<file path="config.mk">
export PLATFORM = sky130hd
export DESIGN_NAME = rsa_operand_feeder
export DESIGN_NICKNAME = d
export VERILOG_FILES = /design/src/rtl/rsa_feed_pkg.sv /design/src/rtl/rsa_opnd_buf.sv /design/src/rtl/rsa_operand_feeder.sv
export SDC_FILE = /design/constraint.sdc
export NUM_CORES = 1
export LEC_CHECK = 0
export ABC_CLOCK_PERIOD_IN_PS = 3450
export CAP_MARGIN = 20
export CORE_ASPECT_RATIO = 0.8
export CORE_UTILIZATION = 42
export DETAILED_ROUTE_END_ITERATION = 8
export GPL_TIMING_DRIVEN = 0
export SLEW_MARGIN = 20
export SYNTH_ARGS = -nofsm -noshare
export SYNTH_HDL_FRONTEND = slang
export SYNTH_SLANG_ARGS = --single-unit
</file>
<file path="constraint.sdc">
create_clock -name clk -period 3.45 [get_ports clk]
set_input_delay 0.345 -clock clk [delete_from_list [all_inputs] [get_ports clk]]
set_output_delay 0.345 -clock clk [all_outputs]
set_load 0.02 [all_outputs]
</file>
<file path="src/rtl/rsa_feed_pkg.sv">
`default_nettype none
// ----------------------------------------------------------------------------
// rsa_feed_pkg : shared types and helpers for the RSA operand feeder
// Rev 1.0
// ----------------------------------------------------------------------------
package rsa_feed_pkg;

  typedef enum logic [1:0] {
    IDLE   = 2'd0,
    STREAM = 2'd1,
    GAP    = 2'd2,
    START  = 2'd3
  } feed_state_t;

  localparam logic SEL_X = 1'b0;
  localparam logic SEL_Y = 1'b1;

  function automatic int max_depth(input int a, input int b);
    return (a > b) ? a : b;
  endfunction

endpackage
`default_nettype wire

</file>
<file path="src/rtl/rsa_opnd_buf.sv">
`default_nettype none
// ----------------------------------------------------------------------------
// rsa_opnd_buf : append-only operand register file with fill count and full flag
// Rev 1.0
// ----------------------------------------------------------------------------
module rsa_opnd_buf #(
  parameter int DEPTH = 12,
  parameter int WIDTH = 4,
  parameter int CNT_W = 4
) (
  input  logic             clk,
  input  logic             rst,
  input  logic             i_wr_en,
  input  logic [WIDTH-1:0] i_wr_data,
  input  logic             i_clr,
  input  logic             i_rd_en,
  input  logic [CNT_W-1:0] i_rd_addr,
  output logic [WIDTH-1:0] o_rd_data,
  output logic             o_full
);

  localparam logic [CNT_W-1:0] c_depth = CNT_W'(DEPTH);

  logic [WIDTH-1:0] r_mem [DEPTH];
  logic [CNT_W-1:0] r_cnt;
  logic [WIDTH-1:0] r_rd_data;
  logic             w_wr_ok;

  assign o_full    = (r_cnt == c_depth);
  assign w_wr_ok   = i_wr_en && !o_full;
  assign o_rd_data = r_rd_data;

  always_ff @(posedge clk) begin
    if (rst) begin
      r_cnt <= '0;
    end else if (i_clr) begin
      r_cnt <= '0;
    end else if (w_wr_ok) begin
      r_cnt <= r_cnt + 1'b1;
    end
  end

  // Storage is not reset: a word is only ever read after it has been written.
  always_ff @(posedge clk) begin
    if (!rst && w_wr_ok) begin
      r_mem[r_cnt] <= i_wr_data;
    end
  end

  always_ff @(posedge clk) begin
    if (rst) begin
      r_rd_data <= '0;
    end else begin
      r_rd_data <= i_rd_en ? r_mem[i_rd_addr] : '0;
    end
  end

endmodule
`default_nettype wire

</file>
<file path="src/rtl/rsa_operand_feeder.sv">
`default_nettype none
// ----------------------------------------------------------------------------
// rsa_operand_feeder : buffers X/Y operands and streams them into the RSA array
// Rev 1.0
// ----------------------------------------------------------------------------
module rsa_operand_feeder
  import rsa_feed_pkg::*;
#(
  parameter int X       = 3,
  parameter int N       = 4,
  parameter int Y       = 3,
  parameter int IN_LEN  = 4,
  parameter int CNT_W   = 4,
  parameter int GAP_CYC = 1
) (
  input  logic              clk,
  input  logic              sys_rst,
  input  logic              ld_val,
  input  logic              ld_sel,
  input  logic [IN_LEN-1:0] ld_data,
  output logic              ld_rdy,
  output logic              ld_ovf,
  input  logic              go,
  output logic              busy,
  output logic              Xin_val,
  output logic [IN_LEN-1:0] Xin_data,
  output logic              Yin_val,
  output logic [IN_LEN-1:0] Yin_data,
  output logic              SA_start
);

  localparam int c_x_depth = X * N;
  localparam int c_y_depth = Y * N;
  localparam int c_m       = max_depth(c_x_depth, c_y_depth);
  localparam int c_gap_w   = (GAP_CYC > 1) ? $clog2(GAP_CYC) : 1;

  localparam logic [CNT_W-1:0]   c_x_len    = CNT_W'(c_x_depth);
  localparam logic [CNT_W-1:0]   c_y_len    = CNT_W'(c_y_depth);
  localparam logic [CNT_W-1:0]   c_idx_last = CNT_W'(c_m - 1);
  localparam logic [c_gap_w-1:0] c_gap_last = c_gap_w'(GAP_CYC - 1);

  feed_state_t        r_state;
  feed_state_t        w_state_nxt;
  logic [CNT_W-1:0]   r_idx;
  logic [c_gap_w-1:0] r_gap;

  logic w_x_full;
  logic w_y_full;
  logic w_in_idle;
  logic w_go_ok;
  logic w_ld_x;
  logic w_ld_y;
  logic w_ovf_hit;
  logic w_clr;
  logic w_rd_x;
  logic w_rd_y;

  logic r_ld_rdy;
  logic r_ld_ovf;
  logic r_busy;
  logic r_x_val;
  logic r_y_val;
  logic r_sa_start;

  assign w_in_idle = (r_state == IDLE);
  assign w_go_ok   = w_in_idle && go && w_x_full && w_y_full;
  assign w_ld_x    = w_in_idle && ld_val && (ld_sel == SEL_X);
  assign w_ld_y    = w_in_idle && ld_val && (ld_sel == SEL_Y);
  assign w_ovf_hit = (w_ld_x && w_x_full) || (w_ld_y && w_y_full);
  assign w_clr     = (r_state == START);
  assign w_rd_x    = (r_state == STREAM) && (r_idx < c_x_len);
  assign w_rd_y    = (r_state == STREAM) && (r_idx < c_y_len);

  rsa_opnd_buf #(
    .DEPTH (c_x_depth),
    .WIDTH (IN_LEN),
    .CNT_W (CNT_W)
  ) u_xbuf (
    .clk       (clk),
    .rst       (sys_rst),
    .i_wr_en   (w_ld_x),
    .i_wr_data (ld_data),
    .i_clr     (w_clr),
    .i_rd_en   (w_rd_x),
    .i_rd_addr (r_idx),
    .o_rd_data (Xin_data),
    .o_full    (w_x_full)
  );

  rsa_opnd_buf #(
    .DEPTH (c_y_depth),
    .WIDTH (IN_LEN),
    .CNT_W (CNT_W)
  ) u_ybuf (
    .clk       (clk),
    .rst       (sys_rst),
    .i_wr_en   (w_ld_y),
    .i_wr_data (ld_data),
    .i_clr     (w_clr),
    .i_rd_en   (w_rd_y),
    .i_rd_addr (r_idx),
    .o_rd_data (Yin_data),
    .o_full    (w_y_full)
  );

  always_ff @(posedge clk) begin
    if (sys_rst) begin
      r_state <= IDLE;
    end else begin
      r_state <= w_state_nxt;
    end
  end

  always_comb begin
    w_state_nxt = r_state;
    case (r_state)
      IDLE:    if (w_go_ok) w_state_nxt = STREAM;
      STREAM:  if (r_idx == c_idx_last) w_state_nxt = GAP;
      GAP:     if (r_gap == c_gap_last) w_state_nxt = START;
      START:   w_state_nxt = IDLE;
      default: w_state_nxt = IDLE;
    endcase
  end

  always_ff @(posedge clk) begin
    if (sys_rst) begin
      r_idx <= '0;
      r_gap <= '0;
    end else begin
      r_idx <= (r_state == STREAM) ? r_idx + 1'b1 : '0;
      r_gap <= (r_state == GAP) ? r_gap + 1'b1 : '0;
    end
  end

  // Outputs lag the state by one edge, so each state's effect appears on its exit edge.
  always_ff @(posedge clk) begin
    if (sys_rst) begin
      r_ld_rdy   <= 1'b0;
      r_ld_ovf   <= 1'b0;
      r_busy     <= 1'b0;
      r_x_val    <= 1'b0;
      r_y_val    <= 1'b0;
      r_sa_start <= 1'b0;
    end else begin
      r_ld_rdy   <= (w_state_nxt == IDLE);
      r_ld_ovf   <= w_clr ? 1'b0 : (r_ld_ovf | w_ovf_hit);
      r_busy     <= !w_in_idle;
      r_x_val    <= w_rd_x;
      r_y_val    <= w_rd_y;
      r_sa_start <= (r_state == START);
    end
  end

  assign ld_rdy   = r_ld_rdy;
  assign ld_ovf   = r_ld_ovf;
  assign busy     = r_busy;
  assign Xin_val  = r_x_val;
  assign Yin_val  = r_y_val;
  assign SA_start = r_sa_start;

endmodule
`default_nettype wire

</file>
==> results.cfg, run 1 <==
[cells_and_area]
syn_to_final_growth_pct = 19.6
num_antenna_cells = 0
drive_above_1_share_pct = 15.5
fin_nets = 385
fin_cells = 528
final_util_pct = 52.1

[synth]
synth_ff_type = edfxtp_1
synth_fp_nets = 344
synth_cell_types = 49
async_flop_share_pct = 0
avgSynthCellArea_sq_um = 15.6
synth_common_cells = edfxtp_1, dfxtp_1, nor2_1
yosysSeqAreaShare_pct = 67.9
yosys.area.top_type = edfxtp_1
ys_ff_latch = 124
synth_edf_count = 96
synth_most_common_cell = edfxtp_1
syn-instance-count = 326
yosysTopAreaCellShare_pct = 56.8
synthTopCellsByArea = edfxtp_1, dfxtp_1, mux4_2
syn_area_sq_um = 5070
ys_warn_count = 0

[floorplanning]
die-area_sq_um = 12500
start_util_pct = 43.5
die_h_microns = 100
chipWidth_microns = 125
core_area_sq_um = 11600
io_pins = 23
rows = 35

[worst_setup_path]
worstSetupEndpointType = flip-flop
required_ns = 3.55
reg2reg_slack_ns = 1.27
path_class = in2reg
r2r-start = r_state[1]$_SDFF_PP0_
critical_path_arrival_ns = 2.41
crit_fanout = 8
startpoint = ld_val
r2r-end = u_xbuf.r_mem[7][2]$_DFFE_PP_
worstSetupStartpointType = input pin
reg2reg_depth = 4

[hold_path]
hold_depth = 1
holdPathEnd = ld_ovf$_SDFF_PP0_
worstHoldStart = ld_ovf$_SDFF_PP0_
min_path_type = reg2reg

[placed_design]
place_congestion = 0.771
port_buffers = 22
hpwl_mm = 6.65
dp_cells = 496

[power]
p_sw_w = 0.000726
clkPwrFrac_pct = 50.8
powerDensity_nw_per_um2 = 567
power_frac_seq_pct = 47.1
ir_drop_uv = 441
switching_share_pct = 21.1
power_frac_comb_pct = 2.1
intPower_w = 0.00271
power_leakage_nw = 1.99

[timing]
skew_ns = 0.0100
period_share_pct = 67.2
slew_headroom_pct = 40.2
rsz0062_at_grt = no
setup_viol = 0
final-hold-violation-count = 0
worst_slew_pin_slew_ns = 0.895
period_minus_slack_ns = 2.32
fmax_mhz = 431
maxSlewViolCount = 0
fin_setup_tns_ns = 0

[grt]
grt-ovfl-total = 0
grtUsageTotal_pct = 17.6
met2_usage_pct = 25.8
grt_max_degree = 25
grtUsageMet3_pct = 5.17
grt_antenna_before_repair = 0
grt_pass1_vias = 2860
grt_pass1_wl_mm = 16.0
busiest_layer = met2
grt_use_met1_pct = 24.7

[route]
wire_per_inst_microns = 18.8
drc_errors = 6
drt_iter0_markers = 222
wirelength_mm = 9.93
vias = 2787
viasPerCell = 5.28
drtPass1Iterations = 6
ant_nets = 0

[clock_tree]
ctsResizeCount = 0
cts_buffers = 17
clockBufferDepth = 2
clk_latency_ns = 0.42
cts_setup_buffers = 0
root_buffer = clkbuf_16
cts-hold-fix-buffers = 0
clk_pin_slew_ns = 0.06
cts_max_level = 4
clock_sinks = 124
cts_tree = done

[job]
maxCapViolCount = 0

[outcome]
violations = design-rule violations
outcome = complete, but fails checks
==> layout make-up <==
| cell class | instances | area, sq um |
|---|---|---|
| Multi-Input combinational cell | 175 | 1500 |
| Clock inverter | 15 | 164 |
| Fill cell | 960 | 5580 |
| Buffer | 19 | 101 |
| Tap cell | 148 | 185 |
| Timing Repair Buffer | 22 | 220 |
| Sequential cell | 124 | 3440 |
| Inverter | 8 | 30.0 |
| Clock buffer | 17 | 425 |
==> critical path, stage by stage <==
cell and delay (ns):
clkdlybuf4s50_1 0.51, or3b_1 0.34, buf_2 0.17, nor4_1 0.68, and2_1 0.36
==> power groups by stage <==
stage | clock, W | sequential [W] | combinational (W)
floorplan | 0 | 0.00165 | 0.0000308
global placement | 0 | 0.00165 | 0.0000702
detailed placement | 0 | 0.00165 | 0.0000721
CTS | 0.00178 | 0.00162 | 0.0000723
global route | 0.00183 | 0.00162 | 0.0000800
finish | 0.00175 | 0.00162 | 0.0000711
==> cell usage in the layout (no fill, tap or decap), types with 9 or more instances in the layout <==
cell | Yosys | routed
and2_1 | 12 | 12
clkbuf_16 | 0 | 17
clkdlybuf4s50_1 | 0 | 22
dfxtp_1 | 28 | 28
edfxtp_1 | 96 | 96
ha_1 | 9 | 9
mux2i_1 | 17 | 17
mux4_2 | 13 | 13
nand2b_1 | 14 | 14
nand3_1 | 9 | 9
nor2_1 | 21 | 21
nor2b_1 | 10 | 10
==> worst max-delay path by stage <==
| stage | endpoint | slack, ns | cells past startpoint |
|---|---|---|---|
| floorplan | u_xbuf.r_mem[10][0]$_DFFE_PP_ | 1.70 | 4 |
| global placement | u_xbuf.r_mem[2][2]$_DFFE_PP_ | 0.74 | 5 |
| detailed placement | u_xbuf.r_mem[2][2]$_DFFE_PP_ | 0.73 | 5 |
| CTS | u_xbuf.r_mem[2][2]$_DFFE_PP_ | 1.17 | 5 |
| global route | u_xbuf.r_mem[4][0]$_DFFE_PP_ | 0.95 | 5 |
| finish | u_xbuf.r_mem[7][2]$_DFFE_PP_ | 1.13 | 5 |
==> metrics by stage <==
step           worst slack, ns  hold WS [ns]  area, sq um  total power, W
3_5_place_dp             0.731         0.453         5480         0.00172
2_1_floorplan             1.70         0.444         5070         0.00168
4_1_cts                   1.17         0.475         6070         0.00347
5_1_grt                  0.955         0.507         6070         0.00354
3_3_place_gp             0.743         0.452         5480         0.00172
6_report                  1.13         0.472         6070         0.00344
==> sequential cells by signal, summed over array words and instances, names as in the netlist <==
name,count
u_ybuf.r_cnt,4
u_xbuf.r_mem,48
u_xbuf.r_cnt,4
r_idx,4
SA_start,1
ld_ovf,1
busy,1
r_state,2
u_ybuf.r_mem,48
u_ybuf.o_rd_data,4
u_xbuf.o_rd_data,4
Yin_val,1
r_gap,1
ld_rdy,1
==> per-layer routing <==
metal	share of wire [%]	wire length (microns)	vias up
met4	1.1	109	0
li1	-	-	1339
met5	0	0	-
met2	44	4380	56
met1	51	5040	1383
met3	4.1	408	9
==> cells by family after synthesis <==
group	share of synthesized area, %
buf+inv	2.59
flops	67.9
fa+ha+maj	2.22
mux	10.7
xor+xnor	0.345
simple gates	10.5
compound gates	5.75
(Power assumes the default switching activity.)
==> run 2, diff against run 1 <==
--- a/config.mk
+++ b/config.mk
@@ -5,7 +5,7 @@
 export SDC_FILE = /design/constraint.sdc
 export NUM_CORES = 1
 export LEC_CHECK = 0
-export ABC_CLOCK_PERIOD_IN_PS = 3450
+export ABC_CLOCK_PERIOD_IN_PS = 2130
 export CAP_MARGIN = 20
 export CORE_ASPECT_RATIO = 0.8
 export CORE_UTILIZATION = 42
==> constraint.sdc (replaced) <==
create_clock -name clk -period 2.13 [get_ports clk]
set_input_delay 0.213 -clock clk [delete_from_list [all_inputs] [get_ports clk]]
set_output_delay 0.213 -clock clk [all_outputs]
set_load 0.02 [all_outputs]
==> run 2 against run 1 <==
The run still ends with design-rule violations left; critical path type unchanged; clock power is 62% higher; setup slack lost 1.0 ns; largest power group unchanged; hold slack lost 0.040 ns; largest cell class unchanged; global-route usage barely moved.
==> results.cfg, run 2 (synthesis results as in run 1) <==
[outcome]
outcome = complete, but fails checks
violations = design-rule violations

[floorplanning]
die-area_sq_um = 12500
start_util_pct = 43.5
io_pins = 23
chipWidth_microns = 125
die_h_microns = 100
rows = 35
core_area_sq_um = 11600

[clock_tree]
clockBufferDepth = 2
cts_setup_buffers = 0
cts_tree = done
clk_latency_ns = 0.41
clock_sinks = 124
clk_pin_slew_ns = 0.06
cts_max_level = 4
cts_buffers = 17
root_buffer = clkbuf_16

[worst_setup_path]
reg2reg_slack_ns = 0.11
required_ns = 2.23
r2r-start = r_state[1]$_SDFF_PP0_
worstSetupStartpointType = input pin
worstSetupEndpointType = flip-flop
reg2reg_depth = 4
critical_path_arrival_ns = 2.12
crit_family = simple AND/OR/NAND/NOR gates
critPathBufInv = 2
path_cells = clkdlybuf4s50_1 > or3b_1 > buf_2 > nor4b_1 > and2_1
cpPeakStageDelay_ns = 0.52
crit_fanout = 8
r2r-end = u_xbuf.r_mem[9][0]$_DFFE_PP_
crit_slowest_cell = nor4b_1
path_class = in2reg

[grt]
grt_max_degree = 25
grt_pass1_vias = 2865
grtUsageTotal_pct = 17.6
grt-ovfl-total = 0
grt_antenna_before_repair = 0
grt_pass1_wl_mm = 16.0

[timing]
period_share_pct = 95.2
worst_slew_pin_slew_ns = 0.892
slew_headroom_pct = 40.3
skew_ns = 0.00923
fmax_mhz = 493
final-hold-violation-count = 0
period_minus_slack_ns = 2.03
maxSlewViolCount = 0
worst_slack_ns = 0.102
setup_viol = 0

[power]
clkPwrFrac_pct = 50.8
p_total_w = 0.00557
switching_share_pct = 21.1
p_sw_w = 0.00118
ir_drop_uv = 715
intPower_w = 0.00439
power_frac_comb_pct = 2.1
powerDensity_nw_per_um2 = 915
power_frac_seq_pct = 47.1
power_leakage_nw = 2.00

[hold_path]
min_path_type = in2reg
worstHoldStart = go
holdPathEnd = r_state[0]$_SDFF_PP0_
hold_depth = 3

[route]
vias = 2793
drt_iter0_markers = 258
wirelength_mm = 9.91
viasPerCell = 5.29
drtPass1Iterations = 7
wire_per_inst_microns = 18.8
ant_nets = 0
drc_errors = 6

[cells_and_area]
num_antenna_cells = 0
fillers = 958
multi_input_area_sq_um = 1520
syn_to_final_growth_pct = 20.1
drive_above_1_share_pct = 17.4
final_cell_mix = edfxtp_1, dfxtp_1, clkdlybuf4s50_1
top_regs = u_xbuf.r_mem (48), u_ybuf.r_mem (48)
seq_area_sq_um = 3440
fin_nets = 385
final_common_cell = edfxtp_1

[placed_design]
pre_cts_ws_ns = -0.457
hpwl_mm = 6.65
place_congestion = 0.771
port_buffers = 22

[job]
maxCapViolCount = 0
-- run 2: changes by cell type in the layout (fill, tap and decap cells not counted) --
cell	before	now
clkbuf_2	0	1
nor4_2	0	2
buf_1	2	1
nor2_2	0	4
nor2_1	21	17
nor4_1	2	0
-- run 2: worst min-delay path: stages --
cell and delay (ns):
clkdlybuf4s50_1 0.40, nand4_1 0.09, a31oi_1 0.08
-- run 2: per-stage QoR --
step / TNS (ns) / instance area (sq um) / std cells / hold slack [ns] / utilization [%]
floorplan: 0 / 5070 / 326 / 0.312 / -
global placement: -20.35 / 5480 / 496 / 0.452 / 47.0
detailed placement: -21.62 / 5480 / 496 / 0.453 / 47.0
CTS: 0 / 6080 / 528 / 0.418 / 52.2
global route: -0.00541 / 6090 / 528 / 0.494 / 52.3
finish: 0 / 6090 / 528 / 0.432 / 52.3
-- run 2: area by class of cell --
cell class / count / area share, %
Buffer: 19 / 1.68
Clock buffer: 17 / 6.99
Clock inverter: 15 / 2.69
Inverter: 8 / 0.493
Multi-Input combinational cell: 175 / 24.9
Sequential cell: 124 / 56.5
Tap cell: 148 / 3.04
Timing Repair Buffer: 22 / 3.62
-- run 2: power groups by stage --
stage                     sequential (W)  clock [W]  combinational (W)
after CTS                        0.00262    0.00288           0.000118
after detailed placement         0.00267          0           0.000117
after floorplan                  0.00267          0          0.0000499
after global placement           0.00267          0           0.000114
final                            0.00262    0.00283           0.000118
after global routing             0.00262    0.00297           0.000133
-- run 2: layer usage --
metal,GRT usage (%),routed length (microns)
met1,24.8,4830
met2,25.8,4410
met3,5.17,539
met4,7.32,133
met5,0,0
-- run 2: how the worst max path moves through the flow --
stage | slack, ns | startpoint | cells after the start | to
4_1_cts | 0.05 | r_state[1]$_SDFF_PP0_ | 4 | u_ybuf.r_mem[3][3]$_DFFE_PP_
2_1_floorplan | 0.41 | r_state[1]$_SDFF_PP0_ | 4 | u_xbuf.r_mem[10][0]$_DFFE_PP_
5_1_grt | -0.003 | r_state[1]$_SDFF_PP0_ | 4 | u_ybuf.r_mem[3][3]$_DFFE_PP_
3_3_place_gp | -0.44 | ld_val | 5 | u_xbuf.r_mem[2][2]$_DFFE_PP_
3_5_place_dp | -0.46 | ld_val | 5 | u_xbuf.r_mem[2][2]$_DFFE_PP_
6_report | 0.10 | ld_val | 5 | u_xbuf.r_mem[9][0]$_DFFE_PP_
-- run 2: timing repair --
item,4_1_cts,5_1_grt
endpoints found under the setup margin,16,18
hold buffers,0,0
resized for setup,2,5
gates cloned,0,0
